[config.mk]
export PLATFORM = sky130hd
export DESIGN_NAME = pe_arr_drain
export DESIGN_NICKNAME = d
export VERILOG_FILES = /design/src/rtl/pe_arr_drain.sv
export SDC_FILE = /design/constraint.sdc
export NUM_CORES = 1
export LEC_CHECK = 0
export BUFFER_PORTS_ARGS = -buffer_cell sky130_fd_sc_hd__buf_4
export CORE_MARGIN = 2
export CORE_UTILIZATION = 45
export DETAILED_ROUTE_END_ITERATION = 7
export GPL_TIMING_DRIVEN = 0
export PLACE_DENSITY = 0.78
export SYNTH_ARGS = -nofsm -noshare
export SYNTH_HDL_FRONTEND = slang
export SYNTH_SLANG_ARGS = --single-unit
[constraint.sdc]
create_clock -name clk -period 7.3 [get_ports clk]
set_input_delay 0.73 -clock clk [delete_from_list [all_inputs] [get_ports clk]]
set_output_delay 0.73 -clock clk [all_outputs]
set_load 0.1 [all_outputs]
[src/rtl/pe_arr_drain.sv]
// Drain stage behind the systolic PE array: snapshots all N accumulator words in one cycle,
// then streams them out in row-major order over a registered valid/ready port.
module pe_arr_drain #(
    parameter int rows = 4,
    parameter int cols = 4,
    localparam int N  = rows * cols,
    localparam int IW = (N > 1) ? $clog2(N) : 1
) (
    input  logic              clk,
    input  logic              rstn,
    input  logic              capture,
    input  logic [0:32*N-1]   outs_port,
    input  logic              out_ready,
    output logic              out_valid,
    output logic [31:0]       out_data,
    output logic [IW-1:0]     out_idx,
    output logic              out_last,
    output logic              busy,
    output logic              done,
    output logic              overrun,
    input  logic              clr_overrun
);

    typedef enum logic {
        IDLE  = 1'b0,
        DRAIN = 1'b1
    } state_t;

    localparam logic [IW-1:0] LAST_IDX = IW'(N - 1);
    localparam logic [IW-1:0] ONE      = IW'(1);

    // state_q is the observable FSM state; valid_q mirrors (state_q == DRAIN) as a flop.
    state_t        state_q;
    logic [IW-1:0] idx_q;
    logic [31:0]   snap_q [N];
    logic [31:0]   data_q;
    logic          valid_q;
    logic          last_q;
    logic          done_q;
    logic          overrun_q;

    // Handshake: out_valid is high exactly while draining, so a transfer is
    // any DRAIN cycle with out_ready high; the producer never withdraws a word.
    logic          hs_d;
    logic          hs_last_d;
    logic [IW-1:0] idx_d;

    always_comb begin
        hs_d      = (state_q == DRAIN) && out_ready;
        hs_last_d = hs_d && (idx_q == LAST_IDX);
        idx_d     = idx_q + ONE;
    end

    always_ff @(posedge clk or negedge rstn) begin
        if (!rstn) begin
            state_q   <= IDLE;
            idx_q     <= '0;
            data_q    <= '0;
            valid_q   <= 1'b0;
            last_q    <= 1'b0;
            done_q    <= 1'b0;
            overrun_q <= 1'b0;
            for (int k = 0; k < N; k++) begin
                snap_q[k] <= '0;
            end
        end else begin
            done_q <= hs_last_d;

            // A capture seen while draining (final handshake cycle included) is dropped.
            if (capture && (state_q == DRAIN)) begin
                overrun_q <= 1'b1;
            end else if (clr_overrun) begin
                overrun_q <= 1'b0;
            end

            case (state_q)
                IDLE: begin
                    if (capture) begin
                        for (int k = 0; k < N; k++) begin
                            snap_q[k] <= outs_port[32*k +: 32];
                        end
                        state_q <= DRAIN;
                        idx_q   <= '0;
                        data_q  <= outs_port[0 +: 32];
                        valid_q <= 1'b1;
                        last_q  <= (N == 1);
                    end
                end
                DRAIN: begin
                    if (hs_last_d) begin
                        state_q <= IDLE;
                        valid_q <= 1'b0;
                        last_q  <= 1'b0;
                    end else if (hs_d) begin
                        idx_q  <= idx_d;
                        data_q <= snap_q[idx_d];
                        last_q <= (idx_d == LAST_IDX);
                    end
                end
                default: begin
                    state_q <= IDLE;
                    valid_q <= 1'b0;
                end
            endcase
        end
    end

    assign out_valid = valid_q;
    assign busy      = valid_q;
    assign out_data  = data_q;
    assign out_idx   = idx_q;
    assign out_last  = last_q;
    assign done      = done_q;
    assign overrun   = overrun_q;

endmodule
* Word level (Yosys, flattened, before mapping) *
Index checks and enable logic that the tools add are counted.

word-level totals
  register bits = 553
  bits of input ports = 517

operators by class
  $add $sub $neg = 1
  magnitude comparators = 1
  equal/unequal tests = 7
  muxes and demuxes = 23
  bitwise gates (word level) = 2
  reductions and logical operators = 8

operators with widths
  kind                   number
  $mux W32               5
  $bmux W32 S4           1
  $pmux W32 S2           1
  $mux W4                3
  $mux W1                9
  $eq A4 B4 Y1 const B   2
  $pmux W4 S2            1
  $pmux W1 S2            3
  $reduce_and A2 Y1      3
  $ge A5 B5 Y1 const B   1
  $not A4 Y5             1
  $add A4 B1 Y4 const B  1
  $ne A2 B1 Y1 const B   2
  $ne A2 B2 Y1 const B   2
  $logic_and A1 B1 Y1    3
  $ne A3 B1 Y1 const B   1
  $reduce_and A3 Y1      1
  $reduce_bool A2 Y1     1
  $not A1 Y1             1

* Logic depth before layout (Yosys ltp) *
Gate-level depths: netlist (run 1).

  word-level depth = 8
  depth in mapped cells = 13

* Worst setup path after synthesis (run 1) *
No wires, ideal clock.

  path type = reg-to-reg
  start point = register idx_q[0] (netlist: out_idx[0])
  end point = register data_q[23] (netlist: out_data[23])
  setup time = 0.127 ns
  arrival time = 3.616 ns
  required time = 7.173 ns
  slack = 3.557 ns
  stages on the path, launching flop included = 14
  period minus slack after synthesis = 3.743 ns
  cells stage by stage = dfrtp_1 -> buf_2 -> buf_6 -> buf_6 -> inv_2 -> buf_4 -> ha_1 -> buf_4 -> buf_2 -> buf_1 -> mux4_2 -> mux2i_1 -> a211oi_1 -> a221o_1

between the ends
  cells in the longest elaborated chain, start to end = 8
  elaborated cells on any way between the ends = 12
  those cells by class = add/sub (1); eq/ne (2); mux (6); bitwise (1); reduce/logical (2)

RTL lines
  element                                       line  source
  from (decl)                                   34    logic [IW-1:0] idx_q;
  from (signal assigned)                        95    idx_q <= idx_d;
  $add A4 B1 Y4                                 51    idx_d = idx_q + ONE;
  $not A4 Y5 (not written as such)              96    data_q <= snap_q[idx_d];
  $bmux W32 S4                                  96
  $mux W32 (not written as such) (2 in series)  96
  $mux W32                                      94    end else if (hs_d) begin
  $mux W32                                      90    if (hs_last_d) begin
  $pmux W32 S2                                  76    case (state_q)
  to (signal assigned)                          84    data_q <= outs_port[0 +: 32];
  to (signal assigned)                          96
  to (decl)                                     36    logic [31:0] data_q;

Parallel ways exist; a longest one is shown, timed or not. The select of a mux whose other input is x is not followed.
A chain may end at the register's enable or synchronous reset.

* Worst setup path in the final report (run 1) *
  start point = register idx_q[0] (netlist: out_idx[0])
  end point = register data_q[17] (netlist: out_data[17])

The elaborated chain is that of the path after synthesis.

==> flow_summary.yaml, run 1 <==
placement:
  port_buffers: 557
  hpwl_um: 71200
  place.gp.congestion: 0.916
finish:
  multi_input_area_um2: 10200
  mostFrequentLayoutCells: "nand2_1 (1548), buf_4 (564), dfrtp_1 (553)"
  final_common_cell: "nand2_1"
  fillCellCount: 4723
  final_util_pct: 58.5
  final-seq-area_um2: 13800
  drive_above_1_share_pct: 24.9
  final_nets: 3721
  area_delta_synth_final_pct: 29.1
setup_path:
  rr_worst_depth: 12
  crit_family: "buffers and inverters"
  worstSetupEndpoint: "out_data[17]"
  crit_cells: 12
  crit_buf_inv: 7
  start_kind: "flip-flop"
  crit_fanout: 10
  slowest_stage: "buf_1"
  arrival_ns: 5.43
  path_class: "reg -> reg"
  rr_startpoint: "out_idx[0]"
  path_cells: "buf_2, buf_6, buf_6, inv_2, buf_4, ha_1, buf_1, clkbuf_1, mux4_1, mux2i_1, a211oi_1, a221o_1"
  cpMostUsedCell: "buf_6"
  worst_setup_path_end_kind: "flip-flop"
  r2r_slack_ns: 2.37
  critPathMaxStageDelay_ns: 0.75
  worstPathRequired_ns: 7.80
  cp-startpoint: "out_idx[0]"
  r2r_end: "out_data[17]"
die:
  start_util_pct: 45.3
  dieArea_um2: 57000
  ios: 558
  die_y_um: 239
  rows: 86
  core_area_um2: 54800
  die_x_um: 239
timing:
  rsz0062_at_grt: "false"
  layout_min_cycle_time_ns: 4.93
  setup_viol: 0
  fin_crit_sh_pct: 67.5
  slew_headroom_pct: 34.7
  slew_viol_final: 0
  clock_skew_ns: 0.0171
  tns_ns: 0
  fmax_ghz: 0.203
  worstMarginPinSlew_ns: 0.980
  hold_violations: 0
routing:
  routed_via_density: 5.51
  wl_per_cell_um: 23.5
  antenna_left: 0
  firstDrtPassIters: 6
  wl_um: 93200
  remaining_drc_errors: 0
  drt-initial-drc-count: 2407
  num_vias: 21800
cts:
  clock-sinks: 553
  cts-resized-gates: 0
  cts_setup_buffers: 0
  insertion_delay_ns: 0.62
  root_buffer: "clkbuf_16"
  clkTransAtPathRegs_ns: 0.06
  cts_tree: "built"
  htreeDepth: 2
  clockBufferDepth: 3
  postCtsHoldBufs: 0
  cts-buffers-inserted: 57
worst_hold_path:
  hp-class: "in -> async"
global_routing:
  grt_max_degree: 123
  grt_pass1_wl_um: 137000
  grt_remaining_overflow: 0
  antenna_found_initial: 12
  grt_pass1_vias: 22500
  grt_usage_pct: 32.9
power:
  p_leak_nw: 16.7
  power_density_nw_per_um2: 454
  total_power_mw: 14.5
  max-vdd-ir-drop_v: 0.000249
synth:
  synth_seq_cells: 553
  synthDistinctLibCells: 24
  synth_top_area_share_pct: 55.8
  syn_avg_cell_area_um2: 9.61
  synthSimpleGateAreaFrac_pct: 24.4
  yosysWarnings: 0
  synth-xor-area-share_pct: 0.101
  syn-num-nets: 3101
  syn_inst: 2582
  synth_top_cell_by_area: "dfrtp_1"
  synth_adder_area_share_pct: 0.101
  yosys-mux-area-fraction_pct: 13.1
  synth-compound-area-share_pct: 3.34
  synth_top_family_by_area: "simple AND/OR/NAND/NOR gates"
  synth_area_um2: 24800
  ys_top_cells_by_area: "dfrtp_1 (56%), nand2_1 (23%), mux4_2 (11%)"
  synth.yosys.seq_area_share_pct: 55.8
flow_run:
  drv_cap: 0
run_status:
  status: "completed"
==> layout make-up <==
| type | count | area share [%] |
|---|---|---|
| Clock inverter | 25 | 1.02 |
| Sequential cell | 553 | 43.2 |
| Antenna cell | 9 | 0.0703 |
| Tap cell | 704 | 2.75 |
| Multi-Input combinational cell | 1856 | 31.8 |
| Buffer | 170 | 2.40 |
| Inverter | 3 | 0.0352 |
| Clock buffer | 83 | 5.30 |
| Timing Repair Buffer | 561 | 13.4 |
==> sequential cells by signal, indices dropped and copies added, names as in the netlist <==
name and flops:
done 1, busy 1, state_q 1, out_data 32, snap_q 512, out_last 1
out_idx 4, overrun 1
==> power by group <==
part	total, mW	switching (mW)	leakage, nW	internal, mW
logic	6.06	3.57	8.79	2.50
clock network	3.17	1.30	0.994	1.86
registers	5.30	0.834	6.96	4.47
==> cells by family after synthesis <==
group                      after synthesis
DFF                                    553
xor gates and xnor gates                 2
adders and majority gates                2
buffers and inverters                  173
AOI/OAI and AO/OA                      101
and+or+nand+nor                       1591
muxes                                  160
==> stage by stage <==
stage | std cells | cell area, µm² | worst slack [ns] | hold WS, ns
floorplan | 2582 | 24800 | 3.56 | 0.434
global placement | 3843 | 29900 | -0.459 | 0.451
detailed placement | 3847 | 30000 | 2.35 | 0.457
CTS | 3955 | 32000 | 2.33 | 0.195
global route | 3963 | 32000 | 2.25 | 0.241
finish | 3964 | 32000 | 2.37 | 0.173
==> synth_stat cells <==
library cell / number
mux4_1: 12
mux4_2: 116
o31ai_1: 1
xor2_2: 1
nor2_1: 4
clkbuf_1: 133
inv_2: 1
mux2i_1: 32
dfrtp_1: 553
a221o_1: 32
nand3_1: 5
o21ai_1: 2
buf_8: 3
ha_1: 2
xnor2_1: 1
nand2_1: 1548
o21ai_0: 2
buf_1: 3
nor2b_1: 34
buf_6: 6
buf_4: 8
a211oi_1: 64
buf_2: 17
inv_1: 2
==> worst reg2reg max path: stages, from the launching register on <==
cell	delay, ns
dfrtp_1	0.40
buf_2	0.24
buf_6	0.23
buf_6	0.23
inv_2	0.14
buf_4	0.23
ha_1	0.38
buf_1	0.75
clkbuf_1	0.60
mux4_1	0.43
mux2i_1	0.63
a211oi_1	0.24
a221o_1	0.30
==> worst min path at each step <==
stage | start | endpoint | slack [ns]
floorplan | rstn | busy | 0.43
global placement | snap_q[136] | snap_q[136] | 0.45
detailed placement | snap_q[253] | snap_q[253] | 0.46
CTS | rstn | snap_q[201] | 0.20
global route | rstn | snap_q[201] | 0.24
finish | rstn | snap_q[201] | 0.17
==> metal layers <==
| metal | track usage (%) | part of all wire, % |
|---|---|---|
| met5 | 0 | 0.030 |
| met4 | 16.8 | 5.6 |
| met2 | 53.3 | 47 |
| met1 | 42.2 | 38 |
| met3 | 6.54 | 8.9 |
(Power assumes the default switching activity.)
==> inputs of run 2 (changes only) <==
- PLACE_DENSITY: 0.78 -> 0.81
- clock period: 7.3 -> 4.5 ns (I/O delays scaled with it)
==> flow_summary.yaml, run 2 (same netlist as run 1, synthesis figures left out) <==
timing:
  clock_skew_ns: 0.0165
  slew_viol_final: 0
  rsz0062_at_grt: "false"
  fin_hold_ws_ns: 0.0141
  worstMarginPinSlew_ns: 0.993
  layout_min_cycle_time_ns: 4.35
  setup_viol: 0
  slew_headroom_pct: 33.8
  hold_violations: 0
  tns_ns: 0
  fmax_ghz: 0.230
  fin_crit_sh_pct: 96.7
routing:
  num_vias: 22900
  remaining_drc_errors: 0
  firstDrtPassIters: 6
  wl_um: 97100
  wl_per_cell_um: 23.8
  routed_via_density: 5.63
  antenna_left: 0
  drt-initial-drc-count: 2308
finish:
  multi_input_area_um2: 10200
  top_register: "snap_q"
  final_common_cell: "nand2_1"
  final_util_pct: 60.6
  final_nets: 3835
  final-seq-area_um2: 13800
  drive_above_1_share_pct: 24.5
  largest_register_ffs: 512
  fillCellCount: 4405
  area_delta_synth_final_pct: 33.7
  mostFrequentLayoutCells: "nand2_1 (1548), buf_4 (564), dfrtp_1 (553)"
global_routing:
  grt_remaining_overflow: 0
  antenna_found_initial: 8
  grt_pass1_wl_um: 143000
  grt_max_degree: 125
  grt_usage_pct: 34.1
  grt_pass1_vias: 23600
cts:
  clkTransAtPathRegs_ns: 0.06
  htreeDepth: 2
  cts_tree: "built"
  clockBufferDepth: 3
  insertion_delay_ns: 0.63
  clock-sinks: 553
  root_buffer: "clkbuf_16"
  cts-buffers-inserted: 58
power:
  total_power_mw: 23.8
  p_leak_nw: 17.2
  power_density_nw_per_um2: 718
  max-vdd-ir-drop_v: 0.000446
setup_path:
  crit_fanout: 10
  r2r_end: "out_data[9]"
  path_class: "reg -> reg"
  start_kind: "flip-flop"
  r2r_slack_ns: 0.15
  rr_startpoint: "out_idx[0]"
  worst_setup_path_end_kind: "flip-flop"
  arrival_ns: 4.86
  rr_worst_depth: 12
  worstPathRequired_ns: 5.01
  cp-startpoint: "out_idx[0]"
die:
  ios: 558
  start_util_pct: 45.3
  dieArea_um2: 57000
  die_y_um: 239
  core_area_um2: 54800
  die_x_um: 239
  rows: 86
placement:
  hpwl_um: 71600
  port_buffers: 557
  place.gp.congestion: 0.910
worst_hold_path:
  hold_depth: 3
  worstHoldStart: "outs_port[228]"
  min_to: "snap_q[283]"
  hp-class: "in -> reg"
run_status:
  status: "completed"
flow_run:
  drv_cap: 0
run 2: power by group:
group / internal, mW / leakage [nW] / switching [mW]
Clock: 2.92 / 0.985 / 2.10
Combinational: 4.18 / 9.26 / 6.01
Sequential: 7.25 / 6.96 / 1.36
run 2: per-stage QoR:
stage | cells | setup slack [ns] | instance area (µm²)
3_5_place_dp | 3847 | -0.456 | 30000
6_report | 4071 | 0.149 | 33200
5_1_grt | 4067 | 0.0169 | 33200
3_3_place_gp | 3843 | -2.93 | 29900
2_1_floorplan | 2582 | 0.757 | 24800
4_1_cts | 4065 | 0.0156 | 33100
run 2: layout make-up:
cell class | count | share of cell area (%)
antenna | 6 | 0.0453
sequential | 553 | 41.7
tap | 704 | 2.66
inverter | 3 | 0.0339
clock inverter | 22 | 0.822
buffer | 170 | 2.36
clock buffer | 83 | 5.15
timing repair buffer | 674 | 16.4
multi-input combinational | 1856 | 30.8
run 2: critical path: stages, from the launching register on:
cell and delay [ns]:
dfrtp_1 0.38, buf_2 0.23, buf_6 0.23, buf_6 0.22
inv_2 0.15, buf_4 0.24, ha_1 0.40, clkdlybuf4s15_2 0.51
clkbuf_2 0.46, mux4_2 0.39, mux2i_1 0.55, a211oi_1 0.17
a221o_1 0.28
run 2: how the worst max path moves through the flow:
| stage | depth (start not counted) | end | slack, ns |
|---|---|---|---|
| 6_report | 12 | out_data[9] | 0.15 |
| 5_1_grt | 13 | out_data[17] | 0.02 |
| 4_1_cts | 13 | out_data[16] | 0.02 |
| 3_5_place_dp | 12 | out_data[12] | -0.46 |
| 3_3_place_gp | 1 | out_data[24] | -2.93 |
| 2_1_floorplan | 13 | out_data[23] | 0.76 |
run 2: layer usage:
metal  track usage (%)  vias to the layer above  wire length [µm]
met5                 0                        -                42
met4              19.6                        6              6130
met3              5.61                      335              8530
met2              55.4                     1434             46200
met1              43.6                    11300             36200
li1                  -                     9837                 -
run 2: timing repair:
action | 4_1_cts | 5_1_grt
endpoints found under the hold margin | 178 | 0
setup endpoints to repair | 29 | 8
hold buffers | 113 | 0
cloned | 0 | 0
gates resized for setup | 9 | 9
setup buffers | 0 | 0
